<file path="src/rtl/serial_add.sv">
// Bit-serial adder: latches two WIDTH-bit operands and a carry-in, then adds them LSB-first
// through one full-adder cell. Optional subtract mode when SERIAL_ADD_SUB_EN is defined.
module serial_add #(
    parameter int WIDTH = 16
) (
    input  logic             clk,
    input  logic             rst_n,
    input  logic             start,
    input  logic [WIDTH-1:0] a,
    input  logic [WIDTH-1:0] b,
    input  logic             cin,
`ifdef SERIAL_ADD_SUB_EN
    input  logic             sub,
`endif
    output logic             busy,
    output logic             done,
    output logic [WIDTH-1:0] sum,
    output logic             cout,
    output logic             ovf
);

    localparam int CW = $clog2(WIDTH);
    localparam logic [CW-1:0] LAST = CW'(WIDTH - 1);

    typedef enum logic [1:0] {
        IDLE = 2'd0,
        RUN  = 2'd1,
        DONE = 2'd2
    } state_t;

    state_t           state_r;
    state_t           state_nxt_s;
    logic [WIDTH-1:0] a_r;
    logic [WIDTH-1:0] b_r;
    logic [WIDTH-1:0] sum_r;
    logic [CW-1:0]    cnt_r;
    logic             carry_r;
    logic             cout_r;
    logic             ovf_r;
    logic             busy_r;
    logic             done_r;
    logic             busy_nxt_s;
    logic             done_nxt_s;
    logic             accept_s;
    logic             last_s;
    logic             fa_s_s;
    logic             fa_cout_s;
    logic [WIDTH-1:0] b_load_s;
    logic             carry_load_s;

    fa u_fa (
        .a    (a_r[0]),
        .b    (b_r[0]),
        .cin  (carry_r),
        .s    (fa_s_s),
        .cout (fa_cout_s)
    );

    // Accept and final-step qualifiers; subtraction is a + ~b + 1.
    always_comb begin
        accept_s = start && ((state_r == IDLE) || (state_r == DONE));
        last_s   = (state_r == RUN) && (cnt_r == LAST);
`ifdef SERIAL_ADD_SUB_EN
        if (sub) begin
            b_load_s     = ~b;
            carry_load_s = 1'b1;
        end else begin
            b_load_s     = b;
            carry_load_s = cin;
        end
`else
        b_load_s     = b;
        carry_load_s = cin;
`endif
    end

    // State register.
    always_ff @(posedge clk) begin
        if (!rst_n) begin
            state_r <= IDLE;
        end else begin
            state_r <= state_nxt_s;
        end
    end

    // Next-state logic.
    always_comb begin
        state_nxt_s = state_r;
        case (state_r)
            IDLE:    state_nxt_s = start ? RUN : IDLE;
            RUN:     state_nxt_s = last_s ? DONE : RUN;
            DONE:    state_nxt_s = start ? RUN : IDLE;
            default: state_nxt_s = IDLE;
        endcase
    end

    // Status outputs decoded from the upcoming state so they can be registered.
    always_comb begin
        busy_nxt_s = 1'b0;
        done_nxt_s = 1'b0;
        case (state_nxt_s)
            RUN:     busy_nxt_s = 1'b1;
            DONE:    done_nxt_s = 1'b1;
            default: begin
                busy_nxt_s = 1'b0;
                done_nxt_s = 1'b0;
            end
        endcase
    end

    // Status output registers.
    always_ff @(posedge clk) begin
        if (!rst_n) begin
            busy_r <= 1'b0;
            done_r <= 1'b0;
        end else begin
            busy_r <= busy_nxt_s;
            done_r <= done_nxt_s;
        end
    end

    // Operand shifters, carry, counter and result registers.
    always_ff @(posedge clk) begin
        if (!rst_n) begin
            a_r     <= '0;
            b_r     <= '0;
            sum_r   <= '0;
            cnt_r   <= '0;
            carry_r <= 1'b0;
            cout_r  <= 1'b0;
            ovf_r   <= 1'b0;
        end else if (accept_s) begin
            a_r     <= a;
            b_r     <= b_load_s;
            sum_r   <= '0;
            cnt_r   <= '0;
            carry_r <= carry_load_s;
            cout_r  <= 1'b0;
            ovf_r   <= 1'b0;
        end else if (state_r == RUN) begin
            a_r     <= {1'b0, a_r[WIDTH-1:1]};
            b_r     <= {1'b0, b_r[WIDTH-1:1]};
            sum_r   <= {fa_s_s, sum_r[WIDTH-1:1]};
            cnt_r   <= cnt_r + CW'(1);
            carry_r <= fa_cout_s;
            if (last_s) begin
                cout_r <= fa_cout_s;
                // Carry into the MSB differs from carry out of it on signed overflow.
                ovf_r  <= carry_r ^ fa_cout_s;
            end
        end
    end

    assign busy = busy_r;
    assign done = done_r;
    assign sum  = sum_r;
    assign cout = cout_r;
    assign ovf  = ovf_r;

endmodule

// One-bit full adder cell.
module fa (
    input  logic a,
    input  logic b,
    input  logic cin,
    output logic s,
    output logic cout
);
    assign s    = a ^ b ^ cin;
    assign cout = (a & b) | (cin & (a ^ b));
endmodule

</file>
<file path="config.mk">
export PLATFORM = sky130hd
export DESIGN_NAME = serial_add
export DESIGN_NICKNAME = d
export VERILOG_FILES = /design/src/rtl/serial_add.sv
export SDC_FILE = /design/constraint.sdc
export NUM_CORES = 1
export LEC_CHECK = 0
export ABC_AREA = 1
export BUFFER_PORTS_ARGS = -buffer_cell sky130_fd_sc_hd__buf_2
export CAP_MARGIN = 20
export CORE_ASPECT_RATIO = 2
export CORE_UTILIZATION = 59
export DETAILED_ROUTE_END_ITERATION = 8
export PLACE_DENSITY = 0.95
export SKIP_CTS_REPAIR_TIMING = 1
export SYNTH_ARGS = -nofsm -noshare
export SYNTH_HDL_FRONTEND = slang
export SYNTH_SLANG_ARGS = --single-unit
</file>
<file path="constraint.sdc">
create_clock -name clk -period 2 [get_ports clk]
set_input_delay 0.4 -clock clk [delete_from_list [all_inputs] [get_ports clk]]
set_output_delay 0.4 -clock clk [all_outputs]
set_load 0.01 [all_outputs]
</file>
==> results of run 1 <==
metal layers:
| layer | vias up | track usage (%) | part of all wire, % |
|---|---|---|---|
| li1 | 1332 | - | - |
| met1 | 1161 | 26.1 | 37 |
| met2 | 83 | 46.0 | 54 |
| met3 | 17 | 5.26 | 5.1 |
| met4 | 0 | 20.2 | 3.2 |
| met5 | - | 0 | 0 |
cells by family (layout without fill, tap and decap cells):
kind of cell / after synthesis / after routing / synth area share, %
AO/OA/AOI/OAI: 56 / 56 / 11.5
XOR/XNOR: 1 / 1 / 0.300
adder cells (fa/ha/maj): 2 / 2 / 1.12
buffers and inverters: 65 / 118 / 12.7
flip-flops: 59 / 59 / 40.5
AND/OR/NAND/NOR: 215 / 215 / 33.8
synth_stat cells (all sizes together):
| cell | n | area (um^2) |
|---|---|---|
| clkbuf | 1 | 3.75 |
| fa | 1 | 20.0 |
| o21ai | 19 | 95.1 |
| inv | 41 | 156 |
| buf | 23 | 211 |
| a21oi | 37 | 241 |
| xor2 | 1 | 8.76 |
| nand2 | 158 | 618 |
| nor2 | 21 | 113 |
| nand3 | 36 | 255 |
| dfxtp | 59 | 1180 |
| ha | 1 | 12.5 |
final timing paths:
path                               from              endpoint  slack [ns]  depth (start not counted)
hold reg to reg     sum[0]$_SDFFE_PP0N_   sum[0]$_SDFFE_PP0N_        0.47                          2
setup reg to reg  state_r[1]$_SDFF_PN0_   b_r[1]$_SDFFE_PN0P_        0.43                          7
setup / recovery  state_r[1]$_SDFF_PN0_   b_r[1]$_SDFFE_PN0P_        0.43                          7
hold / removal                    a[15]  a_r[15]$_SDFFE_PN0P_        0.31                          3
final cells by class:
class	instances	area share, %
multi-input cells	274	41.0
clock buffers	10	4.13
well taps	55	2.07
repair buffers	61	10.0
clock inverters	6	2.67
flip-flops and latches	59	35.5
inverters	41	4.70
sequential cells by signal, indices dropped and copies added (netlist names):
name     flops
a_r         16
sum         16
b_r         16
busy         1
carry_r      1
done         1
ovf          1
state_r      2
cnt_r        4
cout         1
power breakdown:
| part | internal [uW] | switching, uW |
|---|---|---|
| clock | 734 | 480 |
| combinational | 149 | 260 |
| sequential | 1250 | 45.3 |
| total | 2130 | 785 |
critical path: cells and delay by family, from the launching register on:
kind | cells | cell delay [ns]
compound gates | 1 | 0.23
buf+inv | 3 | 0.56
flops | 1 | 0.31
simple gates | 3 | 0.37
through the flow:
stage	cells	utilization (%)
after floorplan	398	-
after global placement	490	66.2
after detailed placement	490	66.2
after CTS	506	71.1
after global routing	506	71.1
final	506	71.1
==> impl_metrics.ini, run 1 <==
[detailed_routing]
drtPass1Iterations = 4
routed-via-count = 2593
ant_nets = 0
drt-initial-drc-count = 68
via_per_inst = 5.12
drcViolationCount = 0
postRouteWirelength_mm = 6.11
wl_per_cell_um = 12.1

[die]
die-height_um = 101
die_w_um = 51.7
die_area_um2 = 5250
placement_rows = 35
core_area_um2 = 4690
io_pins = 56
initial_core_utilization_pct = 62.2

[yosys]
synthDistinctLibCells = 25
synth.avg_cell_area_um2 = 7.33
warning_count_from_the_yosys_run = 0
synth.net_count = 436
ys_seq_area_share_pct = 40.5
netlist_instances = 398
syn_area_um2 = 2920
number_of_storage_elements_in_the_synthesis_netlist = 59

[clock_tree]
clkTransAtPathRegs_ns = 0.07
cts_buffer_depth = 2
ctsHtreeMaxLevel = 3
clock-root-buffer = sky130_fd_sc_hd__clkbuf_8
tritoncts = built
numClockSinks = 59
tritoncts.num_buffers = 9
clk_latency_ns = 0.35

[global_route]
grt_remaining_overflow = 0
global_route_wire_length_before_repair_mm = 10.1
grt_start_max_net_pins = 32
antenna_found_initial = 0
grt_use_total_pct = 26.3
via_count_of_the_first_global_routing_pass = 2432

[timing]
fin_crit_sh_pct = 78.5
final_critical_path_setup_slack_ns = 0.429
clock_skew_after_layout_ns = 0.00538
finalHoldViolCount = 0
worstMarginPinSlew_ns = 0.409
tns_ns = 0
whs_ns = 0.306
max-slew-margin-rel_pct = 72.7
grt_setup_unrepaired = false
report.final.setup_viol = 0
final_max_slew_viols = 0
finalCriticalPeriod_ns = 1.57
timing.fmax_mhz = 637

[critical_path]
worst-endpoint-arrival_ns = 1.82
timing.critical_path.required_ns = 2.25
most_repeated_library_cell_on_the_critical_path = sky130_fd_sc_hd__nand2_1
category_of_the_most_critical_setup_path = flop to flop
path_cells = inv_2, nand2_4, buf_4, o21ai_0, nand2_1, nand2_1, inv_1
critical_path.max_stage_delay_ns = 0.32
critical_path_peak_fanout = 31
crit_path_start_kind = flop
critical_path.endpoint_type = flop
critical_path.slowest_cell = sky130_fd_sc_hd__buf_4

[layout]
fillCellCount = 339
final_common_cell = sky130_fd_sc_hd__nand2_1
finish.instance_area_um2 = 3330
final_nets = 484
layout.area.seq_um2 = 1180
multi_input_comb_area_um2 = 1360
diodes = 0
post_route_cells_drive_above_1_share_pct = 26.8
area_growth_syn_to_layout_pct = 14.2
mostFrequentLayoutCells = 154 x sky130_fd_sc_hd__nand2_1, 59 x sky130_fd_sc_hd__dfxtp_1, 55 x sky130_fd_sc_hd__buf_2

[pwr]
ir_worst_vdd_mv = 0.776
power.static_leakage_uw = 0.00163
pwr_density_cell_nw_per_um2 = 876
fin_total_pwr_uw = 2920

[place]
dpl_worst_slack_ns = 0.447
count_of_input_and_output_buffers = 55
placed_cell_area_um2 = 3100
gp_routability_congestion = 0.804
hpwlAfterDp_mm = 4.15

[run]
drv_cap = 0

[min_path]
worst_hold_path_type = input port to flop

[outcome]
run_status = complete, no violations
(Power assumes the default switching activity.)
==> run 2, diff against run 1 <==
--- a/config.mk
+++ b/config.mk
@@ -9,9 +9,9 @@
 export BUFFER_PORTS_ARGS = -buffer_cell sky130_fd_sc_hd__buf_2
 export CAP_MARGIN = 20
 export CORE_ASPECT_RATIO = 2
-export CORE_UTILIZATION = 59
+export CORE_UTILIZATION = 55
 export DETAILED_ROUTE_END_ITERATION = 8
-export PLACE_DENSITY = 0.95
+export PLACE_DENSITY = 0.9
 export SKIP_CTS_REPAIR_TIMING = 1
 export SYNTH_ARGS = -nofsm -noshare
 export SYNTH_HDL_FRONTEND = slang
==> constraint.sdc (replaced) <==
create_clock -name clk -period 1.65 [get_ports clk]
set_input_delay 0.33 -clock clk [delete_from_list [all_inputs] [get_ports clk]]
set_output_delay 0.33 -clock clk [all_outputs]
set_load 0.01 [all_outputs]
==> impl_metrics.ini, run 2 (synthesized netlist as in run 1, its figures left out) <==
[outcome]
run_status = complete, no violations

[pwr]
clockPowerShare_pct = 41.3
pwr_density_cell_nw_per_um2 = 1050
power.net_switching_uw = 984
ir_worst_vdd_mv = 1.17
internal-power_uw = 2570
fin_total_pwr_uw = 3550
power.static_leakage_uw = 0.00166
power.share.sequential_pct = 44.3
netSwitchingFraction_pct = 27.7
power_frac_comb_pct = 14.4

[timing]
final_critical_path_setup_slack_ns = 0.276
grt_setup_unrepaired = false
clock_skew_after_layout_ns = 0.00730
worstMarginPinSlew_ns = 0.306
finalCriticalPeriod_ns = 1.37
finalHoldViolCount = 0
report.final.setup_viol = 0
fin_crit_sh_pct = 83.3
timing.fmax_mhz = 728
max-slew-margin-rel_pct = 79.4
tns_ns = 0
final_max_slew_viols = 0

[layout]
final_common_cell = sky130_fd_sc_hd__nand2_1
diodes = 0
instances_no_fill = 513
mostFrequentLayoutCells = 154 x sky130_fd_sc_hd__nand2_1, 58 x sky130_fd_sc_hd__dfxtp_1, 55 x sky130_fd_sc_hd__buf_2
finalCoreUtilization_pct = 65.9
final_nets = 488
area_growth_syn_to_layout_pct = 16.2
fillCellCount = 431
post_route_cells_drive_above_1_share_pct = 27.7

[detailed_routing]
routed-via-count = 2628
ant_nets = 0
drcViolationCount = 0
drt-initial-drc-count = 95
via_per_inst = 5.12
postRouteWirelength_mm = 6.27
wl_per_cell_um = 12.2
drtPass1Iterations = 5

[clock_tree]
clkTransAtPathRegs_ns = 0.07
clock-root-buffer = sky130_fd_sc_hd__clkbuf_8
ctsHtreeMaxLevel = 3
tritoncts = built
numClockSinks = 59
cts_buffer_depth = 2
clk_latency_ns = 0.34
tritoncts.num_buffers = 9

[min_path]
whs_endpoint = b_r[15]$_SDFFE_PN0P_
min_path_cells = 3
min_from = b[15]
worst_hold_path_type = input port to flop

[place]
count_of_input_and_output_buffers = 55
placed_cells = 497
hpwlAfterDp_mm = 4.38
gp_routability_congestion = 0.824
dpl_worst_slack_ns = 0.142

[critical_path]
worst-endpoint-arrival_ns = 1.62
critical_path.slowest_cell = sky130_fd_sc_hd__dfxtp_2
critical_path.n_buffers_inverters = 2
reg2reg_from = state_r[0]$_SDFF_PN0_
crit_path_start_kind = flop
reg2reg_to = b_r[1]$_SDFFE_PN0P_
path_cells = inv_4, nand2_4, nand2_2, nand2_4, o21ai_0, nand2_1, inv_1
most_repeated_library_cell_on_the_critical_path = sky130_fd_sc_hd__nand2_4
critical_path_peak_fanout = 20
critical_path.max_stage_delay_ns = 0.46
cp-startpoint = state_r[0]$_SDFF_PN0_
reg2regPathDepth = 7
category_of_the_most_critical_setup_path = flop to flop
cpLargestDelayFamily = simple AND/OR/NAND/NOR gates
timing.critical_path.required_ns = 1.89
r2r_setup_slack_ns = 0.28
critical_path.endpoint_type = flop

[die]
placement_rows = 37
io_pins = 56
core_area_um2 = 5140
die-height_um = 105
die_area_um2 = 5620
die_w_um = 53.5
initial_core_utilization_pct = 56.8

[run]
drv_cap = 0

[global_route]
global_route_wire_length_before_repair_mm = 10.6
grt_start_max_net_pins = 31
grt_use_total_pct = 25.4
antenna_found_initial = 0
via_count_of_the_first_global_routing_pass = 2492
grt_remaining_overflow = 0
-- run 2: changes by cell type in the layout (fill, tap and decap cells not counted), sizes merged --
cell,before,now
buf,61,65
clkbuf,10,9
inv,41,42
-- run 2: routing by layer --
layer / track usage (%) / wire [um] / vias to the layer above
li1: - / - / 1336
met4: 13.0 / 177 / 0
met1: 27.2 / 2400 / 1198
met5: 0 / 0 / -
met2: 42.9 / 3420 / 76
met3: 7.13 / 270 / 18
-- run 2: worst max path at each step --
| stage | endpoint | slack (ns) | depth (start not counted) |
|---|---|---|---|
| floorplan | ovf$_SDFFE_PP0P_ | 0.45 | 4 |
| global placement | sum[4]$_SDFFE_PP0N_ | 0.21 | 5 |
| detailed placement | sum[15]$_SDFFE_PP0N_ | 0.14 | 5 |
| CTS | sum[3]$_SDFFE_PP0N_ | 0.10 | 5 |
| global route | b_r[1]$_SDFFE_PN0P_ | 0.16 | 7 |
| finish | b_r[1]$_SDFFE_PN0P_ | 0.28 | 7 |
-- run 2: power groups by stage --
stage / registers, uW / clock network, uW / logic, uW
floorplan: 1590 / 0 / 422
global placement: 1600 / 0 / 491
detailed placement: 1600 / 0 / 508
CTS: 1570 / 1500 / 515
global route: 1580 / 1560 / 584
finish: 1570 / 1470 / 513
-- run 2: per-stage QoR --
| stage | hold WS (ns) | cell area [um^2] |
|---|---|---|
| 2_1_floorplan | 0.457 | 2920 |
| 3_3_place_gp | 0.452 | 3160 |
| 3_5_place_dp | 0.454 | 3160 |
| 4_1_cts | 0.227 | 3390 |
| 5_1_grt | 0.246 | 3390 |
| 6_report | 0.242 | 3390 |
-- run 2: layout make-up --
class | instances | area, um^2 | area share (%)
sequential | 59 | 1180 | 34.9
inverter | 41 | 156 | 4.62
clock inverter | 7 | 101 | 2.99
clock buffer | 9 | 124 | 3.66
multi-input combinational | 274 | 1360 | 40.3
timing repair buffer | 65 | 388 | 11.4
tap | 58 | 72.6 | 2.14
-- run 2: worst reg2reg max path: stages, from the launching register on --
cell and delay [ns]:
sky130_fd_sc_hd__dfxtp_2 0.46, sky130_fd_sc_hd__inv_4 0.06, sky130_fd_sc_hd__nand2_4 0.20, sky130_fd_sc_hd__nand2_2 0.14, sky130_fd_sc_hd__nand2_4 0.19, sky130_fd_sc_hd__o21ai_0 0.12, sky130_fd_sc_hd__nand2_1 0.07, sky130_fd_sc_hd__inv_1 0.03
==> run 3, diff against run 2 <==
==> constraint.sdc (replaced) <==
create_clock -name clk -period 1.4 [get_ports clk]
set_input_delay 0.28 -clock clk [delete_from_list [all_inputs] [get_ports clk]]
set_output_delay 0.28 -clock clk [all_outputs]
set_load 0.01 [all_outputs]
==> impl_metrics.ini, run 3 (synthesized netlist as in run 1, its figures left out) <==
[outcome]
run_status = complete, no violations

[clock_tree]
clk_latency_ns = 0.34
numClockSinks = 59
tritoncts.num_buffers = 9
clock-root-buffer = sky130_fd_sc_hd__clkbuf_8
clkTransAtPathRegs_ns = 0.07
cts_buffer_depth = 2
ctsHtreeMaxLevel = 3
tritoncts = built

[critical_path]
r2r_setup_slack_ns = 0.05
critical_path.endpoint_type = flop
reg2regPathDepth = 4
cp-startpoint = carry_r$_SDFFE_PN0P_
critical_path.slowest_cell = sky130_fd_sc_hd__fa_1
reg2reg_from = carry_r$_SDFFE_PN0P_
worst-endpoint-arrival_ns = 1.58
critical_path.max_stage_delay_ns = 0.50
most_repeated_library_cell_on_the_critical_path = sky130_fd_sc_hd__nor2_1
crit_path_start_kind = flop
timing.critical_path.required_ns = 1.63
category_of_the_most_critical_setup_path = flop to flop
worstSetupEndpoint = ovf$_SDFFE_PP0P_
reg2reg_to = ovf$_SDFFE_PP0P_
path_cells = fa_1, xor2_1, nor2_1, nor2_1
critical_path_peak_fanout = 3

[timing]
finalCriticalPeriod_ns = 1.35
grt_setup_unrepaired = false
final_max_slew_viols = 0
finalHoldViolCount = 0
max-slew-margin-rel_pct = 78.6
whs_ns = 0.184
timing.fmax_mhz = 740
tns_ns = 0
clock_skew_after_layout_ns = 0.0118
fin_crit_sh_pct = 96.6
report.final.setup_viol = 0
worstMarginPinSlew_ns = 0.321

[detailed_routing]
wl_per_cell_um = 11.9
drcViolationCount = 0
ant_nets = 0
drt-initial-drc-count = 80
drtPass1Iterations = 4
routed-via-count = 2629
postRouteWirelength_mm = 6.15
via_per_inst = 5.09

[layout]
final_common_cell = sky130_fd_sc_hd__nand2_1
final_nets = 492
finish.instance_area_um2 = 3400
post_route_cells_drive_above_1_share_pct = 28.1
diodes = 0
mostFrequentLayoutCells = 154 x sky130_fd_sc_hd__nand2_1, 58 x sky130_fd_sc_hd__dfxtp_1, 55 x sky130_fd_sc_hd__buf_2
finalCoreUtilization_pct = 66.1
area_growth_syn_to_layout_pct = 16.5

[place]
placed_cell_area_um2 = 3180
hpwlAfterDp_mm = 4.43
count_of_input_and_output_buffers = 55
gp_routability_congestion = 0.869

[die]
die-height_um = 105
die_area_um2 = 5620
die_w_um = 53.5
initial_core_utilization_pct = 56.8
core_area_um2 = 5140
io_pins = 56
placement_rows = 37

[pwr]
power.static_leakage_uw = 0.00167
fin_total_pwr_uw = 4150
pwr_density_cell_nw_per_um2 = 1220
ir_worst_vdd_mv = 1.04

[global_route]
grt_use_total_pct = 24.8
global_route_wire_length_before_repair_mm = 10.3
via_count_of_the_first_global_routing_pass = 2573
grt_remaining_overflow = 0
grt_start_max_net_pins = 31
antenna_found_initial = 0

[min_path]
worst_hold_path_type = input port to flop
min_from = b[15]

[run]
drv_cap = 0
-- run 3: metal layers --
metal / part of all wire (%) / up-vias / routed length [um] / global-route usage (%)
li1: - / 1343 / - / -
met1: 38 / 1192 / 2350 / 23.9
met2: 55 / 75 / 3360 / 44.2
met3: 3.7 / 19 / 228 / 4.08
met4: 3.5 / 0 / 215 / 16.7
met5: 0 / - / 0 / 0
-- run 3: where the power goes --
part           internal [uW]  switching (uW)  leakage (uW)
Combinational            237             373       0.00108
Clock                   1000             688      0.000106
Sequential              1790            62.3      0.000484
-- run 3: cell type report --
type	instances	area [um^2]
Multi-Input combinational cell	274	1360
Timing Repair Buffer	69	405
Clock buffer	10	128
Sequential cell	59	1180
Tap cell	58	72.6
Clock inverter	6	90.1
Inverter	41	156
Fill cell	436	1740
-- run 3: critical path, delay by kind of cell, from the launching register on --
family / cells / cell delay (ns)
DFF: 1 / 0.36
adders and majority gates: 1 / 0.50
xor gates and xnor gates: 1 / 0.20
and+or+nand+nor: 2 / 0.18
-- run 3: worst min path at each step --
stage / to / slack [ns] / depth (start not counted)
2_1_floorplan: b_r[15]$_SDFFE_PN0P_ / 0.41 / 2
3_3_place_gp: cout$_SDFFE_PP0P_ / 0.45 / 2
3_5_place_dp: sum[0]$_SDFFE_PP0N_ / 0.47 / 2
4_1_cts: b_r[15]$_SDFFE_PN0P_ / 0.17 / 3
5_1_grt: a_r[15]$_SDFFE_PN0P_ / 0.20 / 3
6_report: b_r[15]$_SDFFE_PN0P_ / 0.18 / 3
-- run 3: per-stage QoR --
stage                     setup slack (ns)  cells
after global routing              0.000374    517
after floorplan                      0.197    398
final                               0.0478    517
after CTS                           0.0358    517
after detailed placement            0.0550    501
after global placement               0.105    501
